[src/rtl/snitch_icache_pkg.sv]
// Shared types and constants for the instruction-cache data-memory controller.
//
// Contents:
//   config_t                 cache geometry (sets, lines per set, line width, line index width)
//   DEFAULT_CFG              two sets of 128 lines of 256 bits
//   STARVE_LIMIT_DEFAULT     stalled lookup cycles tolerated while refill holds priority
//   data_ctrl_state_e        controller FSM states
//   idx_width()              index width helper that never returns zero
package snitch_icache_pkg;

   typedef struct packed {
      logic [31:0] SET_COUNT;
      logic [31:0] LINE_COUNT;
      logic [31:0] LINE_WIDTH;
      logic [31:0] COUNT_ALIGN;
   } config_t;

   localparam config_t DEFAULT_CFG = '{
      SET_COUNT:   32'd2,
      LINE_COUNT:  32'd128,
      LINE_WIDTH:  32'd256,
      COUNT_ALIGN: 32'd7
   };

   localparam int unsigned STARVE_LIMIT_DEFAULT = 4;

   typedef enum logic {
      ST_INIT = 1'b0,
      ST_RUN  = 1'b1
   } data_ctrl_state_e;

   // A single set or a limit of zero still needs a one-bit index.
   function automatic int unsigned idx_width(input int unsigned n);
      return (n > 1) ? $clog2(n) : 1;
   endfunction

endpackage

[src/rtl/snitch_icache_data_ctrl.sv]
// Data-memory controller for the instruction cache. Sits between the lookup
// and refill stages and the data SRAM: zeroes every line after reset or flush,
// then arbitrates one access per cycle between refill writes and lookup reads,
// with a starvation guard that eventually lets a blocked lookup through.
//
//   state | meaning
//   ------+-------------------------------------------------------------
//   INIT  | sweep: write zero to line r_cnt in all sets, one line/cycle
//   RUN   | serve refill (priority) and lookup requests, one per cycle
//
// Ports:
//   clk_i, rst_i                 clock, synchronous active-high reset
//   flush_i                      request to re-zero all lines
//   busy_o                       sweep in progress
//   lk_valid_i/lk_ready_o        lookup read handshake, lk_addr_i line index
//   lk_rvalid_o/lk_rdata_o       lookup response, all sets, one cycle after grant
//   rf_valid_i/rf_ready_o        refill write handshake
//   rf_addr_i/rf_set_i/rf_data_i refill line index, target set, line data
//   ram_*_o / ram_rdata_i        data-memory port (read data one cycle after enable)
module snitch_icache_data_ctrl
   import snitch_icache_pkg::*;
#(
   parameter config_t     CFG          = DEFAULT_CFG,
   parameter int unsigned STARVE_LIMIT = STARVE_LIMIT_DEFAULT
) (
   input  logic                                             clk_i,
   input  logic                                             rst_i,
   input  logic                                             flush_i,
   output logic                                             busy_o,

   input  logic                                             lk_valid_i,
   output logic                                             lk_ready_o,
   input  logic [CFG.COUNT_ALIGN-1:0]                       lk_addr_i,
   output logic                                             lk_rvalid_o,
   output logic [CFG.SET_COUNT-1:0][CFG.LINE_WIDTH-1:0]     lk_rdata_o,

   input  logic                                             rf_valid_i,
   output logic                                             rf_ready_o,
   input  logic [CFG.COUNT_ALIGN-1:0]                       rf_addr_i,
   input  logic [idx_width(CFG.SET_COUNT)-1:0]              rf_set_i,
   input  logic [CFG.LINE_WIDTH-1:0]                        rf_data_i,

   output logic [CFG.SET_COUNT-1:0]                         ram_enable_o,
   output logic                                             ram_write_o,
   output logic [CFG.COUNT_ALIGN-1:0]                       ram_addr_o,
   output logic [CFG.SET_COUNT-1:0][CFG.LINE_WIDTH-1:0]     ram_wdata_o,
   input  logic [CFG.SET_COUNT-1:0][CFG.LINE_WIDTH-1:0]     ram_rdata_i
);

   localparam int unsigned SC  = CFG.SET_COUNT;
   localparam int unsigned LC  = CFG.LINE_COUNT;
   localparam int unsigned LW  = CFG.LINE_WIDTH;
   localparam int unsigned CA  = CFG.COUNT_ALIGN;
   localparam int unsigned STW = idx_width(STARVE_LIMIT + 1);

   localparam logic [CA-1:0]  LAST_LINE  = CA'(LC - 1);
   localparam logic [STW-1:0] STARVE_MAX = STW'(STARVE_LIMIT);

   data_ctrl_state_e          r_state;
   logic [CA-1:0]             r_cnt;
   logic [STW-1:0]            r_starve;
   logic                      r_rvalid;
   logic                      r_write;
   logic [CA-1:0]             r_addr;
   logic [SC-1:0][LW-1:0]     r_wdata;

   logic                      w_run;
   logic                      w_starved;
   logic                      w_lk_gnt;
   logic                      w_rf_gnt;

   // Reset is synchronous, but the port must look idle for the whole cycle
   // rst_i is high, so every visible output is gated with it directly.
   assign w_run     = (r_state == ST_RUN) && !rst_i;
   assign w_starved = (r_starve == STARVE_MAX);

   // Readies are mutually exclusive whenever both sides are valid, so at
   // most one grant can occur per cycle.
   assign lk_ready_o = w_run && (!rf_valid_i || w_starved);
   assign rf_ready_o = w_run && !(lk_valid_i && w_starved);
   assign w_lk_gnt   = lk_valid_i && lk_ready_o;
   assign w_rf_gnt   = rf_valid_i && rf_ready_o;

   assign busy_o      = rst_i || (r_state == ST_INIT);
   assign lk_rvalid_o = r_rvalid && !rst_i;
   assign lk_rdata_o  = ram_rdata_i;

   // Address, write flag and write data are held from the last cycle unless
   // a new access drives them, which keeps the SRAM inputs quiet when idle.
   always_comb begin
      ram_enable_o = '0;
      ram_write_o  = r_write;
      ram_addr_o   = r_addr;
      ram_wdata_o  = r_wdata;
      if (rst_i) begin
         ram_write_o = 1'b0;
         ram_addr_o  = '0;
         ram_wdata_o = '0;
      end else if (r_state == ST_INIT) begin
         ram_enable_o = '1;
         ram_write_o  = 1'b1;
         ram_addr_o   = r_cnt;
         ram_wdata_o  = '0;
      end else if (w_rf_gnt) begin
         ram_enable_o = SC'(1) << rf_set_i;
         ram_write_o  = 1'b1;
         ram_addr_o   = rf_addr_i;
         ram_wdata_o  = {SC{rf_data_i}};
      end else if (w_lk_gnt) begin
         ram_enable_o = '1;
         ram_write_o  = 1'b0;
         ram_addr_o   = lk_addr_i;
      end
   end

   always_ff @(posedge clk_i) begin
      if (rst_i) begin
         r_state  <= ST_INIT;
         r_cnt    <= '0;
         r_starve <= '0;
         r_rvalid <= 1'b0;
         r_write  <= 1'b0;
         r_addr   <= '0;
         r_wdata  <= '0;
      end else begin
         r_rvalid <= w_lk_gnt;
         r_write  <= ram_write_o;
         r_addr   <= ram_addr_o;
         r_wdata  <= ram_wdata_o;

         if (!lk_valid_i || w_lk_gnt) begin
            r_starve <= '0;
         end else if (!w_starved) begin
            r_starve <= r_starve + STW'(1);
         end

         // A flush lets the access granted this cycle complete; only the
         // state for the next cycle is redirected.
         if (flush_i) begin
            r_state <= ST_INIT;
            r_cnt   <= '0;
         end else if (r_state == ST_INIT) begin
            if (r_cnt == LAST_LINE) begin
               r_state <= ST_RUN;
               r_cnt   <= '0;
            end else begin
               r_cnt <= r_cnt + CA'(1);
            end
         end
      end
   end

endmodule

[config.mk]
export PLATFORM = sky130hd
export DESIGN_NAME = snitch_icache_data_ctrl
export DESIGN_NICKNAME = d
export VERILOG_FILES = /design/src/rtl/snitch_icache_pkg.sv /design/src/rtl/snitch_icache_data_ctrl.sv
export SDC_FILE = /design/constraint.sdc
export NUM_CORES = 1
export LEC_CHECK = 0
export ABC_AREA = 1
export CAP_MARGIN = 10
export CORE_AREA = 4 4 706 708
export DETAILED_ROUTE_END_ITERATION = 10
export DIE_AREA = 0 0 710 712
export PLACE_DENSITY = 0.3
export SLEW_MARGIN = 25
export SYNTH_ARGS = -nofsm -noshare
export SYNTH_HDL_FRONTEND = slang
export SYNTH_SLANG_ARGS = --single-unit
[constraint.sdc]
create_clock -name clk_i -period 2.6 [get_ports clk_i]
set_clock_uncertainty 0.15 [all_clocks]
set_input_delay 0.26 -clock clk_i [delete_from_list [all_inputs] [get_ports clk_i]]
set_output_delay 0.26 -clock clk_i [all_outputs]
set_load 0.03 [all_outputs]
==> impl_metrics.toml <==
[floorplanning]
ios = 1826
fp-row-count = 258
core_area_um2 = 492000
die_w_um = 710
dieArea_um2 = 506000
chipHeight_um = 712
start_util_pct = 4.94

[cts]
clkTransAtPathRegs_ns = 0.06
numCtsBuffers = 83
cts_tree = "done"
cts_root_buf = "clkbuf_16"
htree_num_levels = 3
clk_latency_ns = 0.78
clock-sinks = 532
clock_path_buffers = 4

[power]
combPwrFrac_pct = 4.0
p_int_mw = 15.6
p_clk_share_pct = 56.1
switching_share_pct = 23.8
p_sw_mw = 4.86
irDropWorstVdd_uv = 393
seqPwrFrac_pct = 40.0
p_leak_nw = 16.0
power_density_nw_per_um2 = 404

[synth]
netlist_area_um2 = 24300
ys_warn_count = 0
netlist.area_leader.share_pct = 43.8
netlist.top_cell.by_area = "dfxtp_1"
synth_edf_count = 0
synth.distinct_cells = 28
ys.flop_type = "dfxtp_1"
ys_seq_area_share_pct = 43.8
synth-seq-cells = 532
synthCells = 3171
synthTopCellsByArea = "dfxtp_1, a21oi_1, buf_4"
syn_nets = 3962
netlist_top_cells_count = "a21oi_1, nand2_1, buf_4"
synth.avg_cell_area_um2 = 7.67
async_flop_share_pct = 0
synth_most_common_cell = "a21oi_1"

[global_route]
grt_max_degree = 89
overflow = 0
grt_pass1_wl_um = 349000
grt_use_total_pct = 11.0
antenna_found_initial = 117
grt_pass1_vias = 26700

[drt]
wire_per_inst_um = 27.3
vias = 27200
viasPerCell = 2.51
ant_nets = 1
drc = 0
first_iter_violations = 1679
drt_first_pass_iters = 5
wl_um = 295000

[setup_path]
cp_data_required_time_ns = 2.19
cp-start-kind = "flop"
critPathMaxFanout = 22
end_kind = "output port"
r2r_cells = 11
reg2reg_from = "r_starve[1]"
arrival_ns = 3.00
path_class = "reg2out"
startpoint = "r_starve[1]"

[min_path]
hold_depth = 3
hold_class = "in2reg"
hold_start = "rf_data_i[119]"

[layout]
fillers = 56800
area_growth_pct = 108
drive_gt1_share_pct = 43.5
fin_cells = 10800
fin_nets = 4989

[sta]
min_period_ns = 3.41
rsz0062_at_grt = "yes"
slew_viol_final = 0
setup_slack_ns = -0.815
finalCritPeriodShare_pct = 131
hold_viol = 0
relSlewSlack_pct = 55.2
worst_pin_slew_ns = 0.670
max_freq_mhz = 293
setup_viol = 523
fin_hold_ws_ns = 0.0773

[placed_design]
place_hpwl_um = 252000
io_buffers = 801
dp_cells = 10400
gp_congestion = 0.852

[run_status]
status = "complete, but fails checks"
violations = "antenna rules, setup timing"

[job]
cap_violations = 0
-- through the flow --
stage | worst slack, ns | TNS (ns) | util, % | area [um2] | power [mW]
3_5_place_dp | -1.00 | -267.78 | 8.50 | 41800 | 8.93
3_3_place_gp | -1.05 | -251.09 | 8.50 | 41800 | 8.93
4_1_cts | -1.01 | -435.85 | 9.80 | 48200 | 21.1
5_1_grt | -0.938 | -436.19 | 10.2 | 50500 | 21.3
2_1_floorplan | 0.221 | 0 | - | 24300 | 9.85
6_report | -0.815 | -332.78 | 10.3 | 50600 | 20.4
-- layout by cell type, fill, tap and decap left out, types with 17 or more instances in the layout --
| master | n |
|---|---|
| clkdlybuf4s50_1 | 275 |
| buf_16 | 25 |
| dlygate4sd3_1 | 87 |
| nand2_4 | 69 |
| buf_12 | 228 |
| a21oi_1 | 806 |
| nand2_8 | 20 |
| nand2_2 | 106 |
| buf_4 | 857 |
| nor2_1 | 27 |
| dfxtp_1 | 530 |
| buf_6 | 147 |
| a21oi_4 | 85 |
| clkbuf_1 | 17 |
| diode_2 | 63 |
| nand2_1 | 609 |
| buf_8 | 23 |
| clkbuf_16 | 95 |
| a21oi_2 | 142 |
-- path summary, 6_finish.rpt --
kind | endpoint | slack (ns)
worst min register to register | r_wdata[186] | 0.31
worst min-delay path | r_wdata[375] | 0.08
worst max register to register | r_wdata[153] | 0.23
worst max-delay path | ram_wdata_o[445] | -0.81
-- routing by layer --
layer  vias up  GRT usage, %  part of all wire (%)
li1      12200             -                     -
met1     12800          10.7                    33
met2      1631          17.7                    45
met3       490          7.93                    17
met4        46          4.60                   5.2
met5         -         0.419                  0.11
-- power groups by stage --
stage | registers, mW | clock network, mW | logic [mW]
detailed placement | 8.34 | 0 | 0.589
floorplan | 8.34 | 0 | 1.51
finish | 8.17 | 11.5 | 0.809
global route | 8.16 | 12.3 | 0.844
global placement | 8.34 | 0 | 0.591
CTS | 8.16 | 12.1 | 0.804
-- registers in the layout, indices dropped and copies added (netlist names) --
signal	count
r_addr	7
r_cnt	7
r_write	1
r_state	1
r_rvalid	1
r_wdata	512
r_starve	3
-- cell type report --
| class | count | area, um2 | area share [%] |
|---|---|---|---|
| tap | 6500 | 8130 | 16.1 |
| inverter | 15 | 58.8 | 0.116 |
| sequential | 532 | 10700 | 21.1 |
| timing repair buffer | 1658 | 17700 | 34.9 |
| antenna | 63 | 158 | 0.312 |
| clock buffer | 114 | 2330 | 4.61 |
| multi-input combinational | 1908 | 11200 | 22.2 |
| clock inverter | 25 | 349 | 0.690 |
-- timing repair --
| item | CTS | global route |
|---|---|---|
| resized for setup | 594 | 409 |
| gates cloned | 18 | 13 |
| setup buffers | 46 | 46 |
| endpoints found under the setup margin | 539 | 524 |
| pin swaps | 57 | 58 |
| endpoints found under the hold margin | 158 | 2 |
| hold buffers | 86 | 1 |
-- kinds of logic (layout without fill, tap and decap cells) --
| family | after synthesis | in the layout | synth area share (%) |
|---|---|---|---|
| fa+ha+maj | 3 | 3 | 0.154 |
| xor+xnor | 5 | 5 | 0.180 |
| simple gates | 857 | 857 | 13.7 |
| buf+inv | 731 | 1812 | 20.7 |
| other cells | 0 | 63 | 0 |
| flops | 532 | 532 | 43.8 |
| compound gates | 1043 | 1043 | 21.5 |
-- critical path, cell delays in order, from the launching register on --
cell	delay, ns
dfxtp_2	0.34
inv_2	0.05
ha_4	0.16
nand3_4	0.08
nand2_4	0.09
nor2_8	0.15
buf_12	0.18
buf_16	0.23
nand2_1	0.21
a21oi_1	0.23
buf_4	0.17
buf_4	0.16
(Power assumes the default switching activity.)
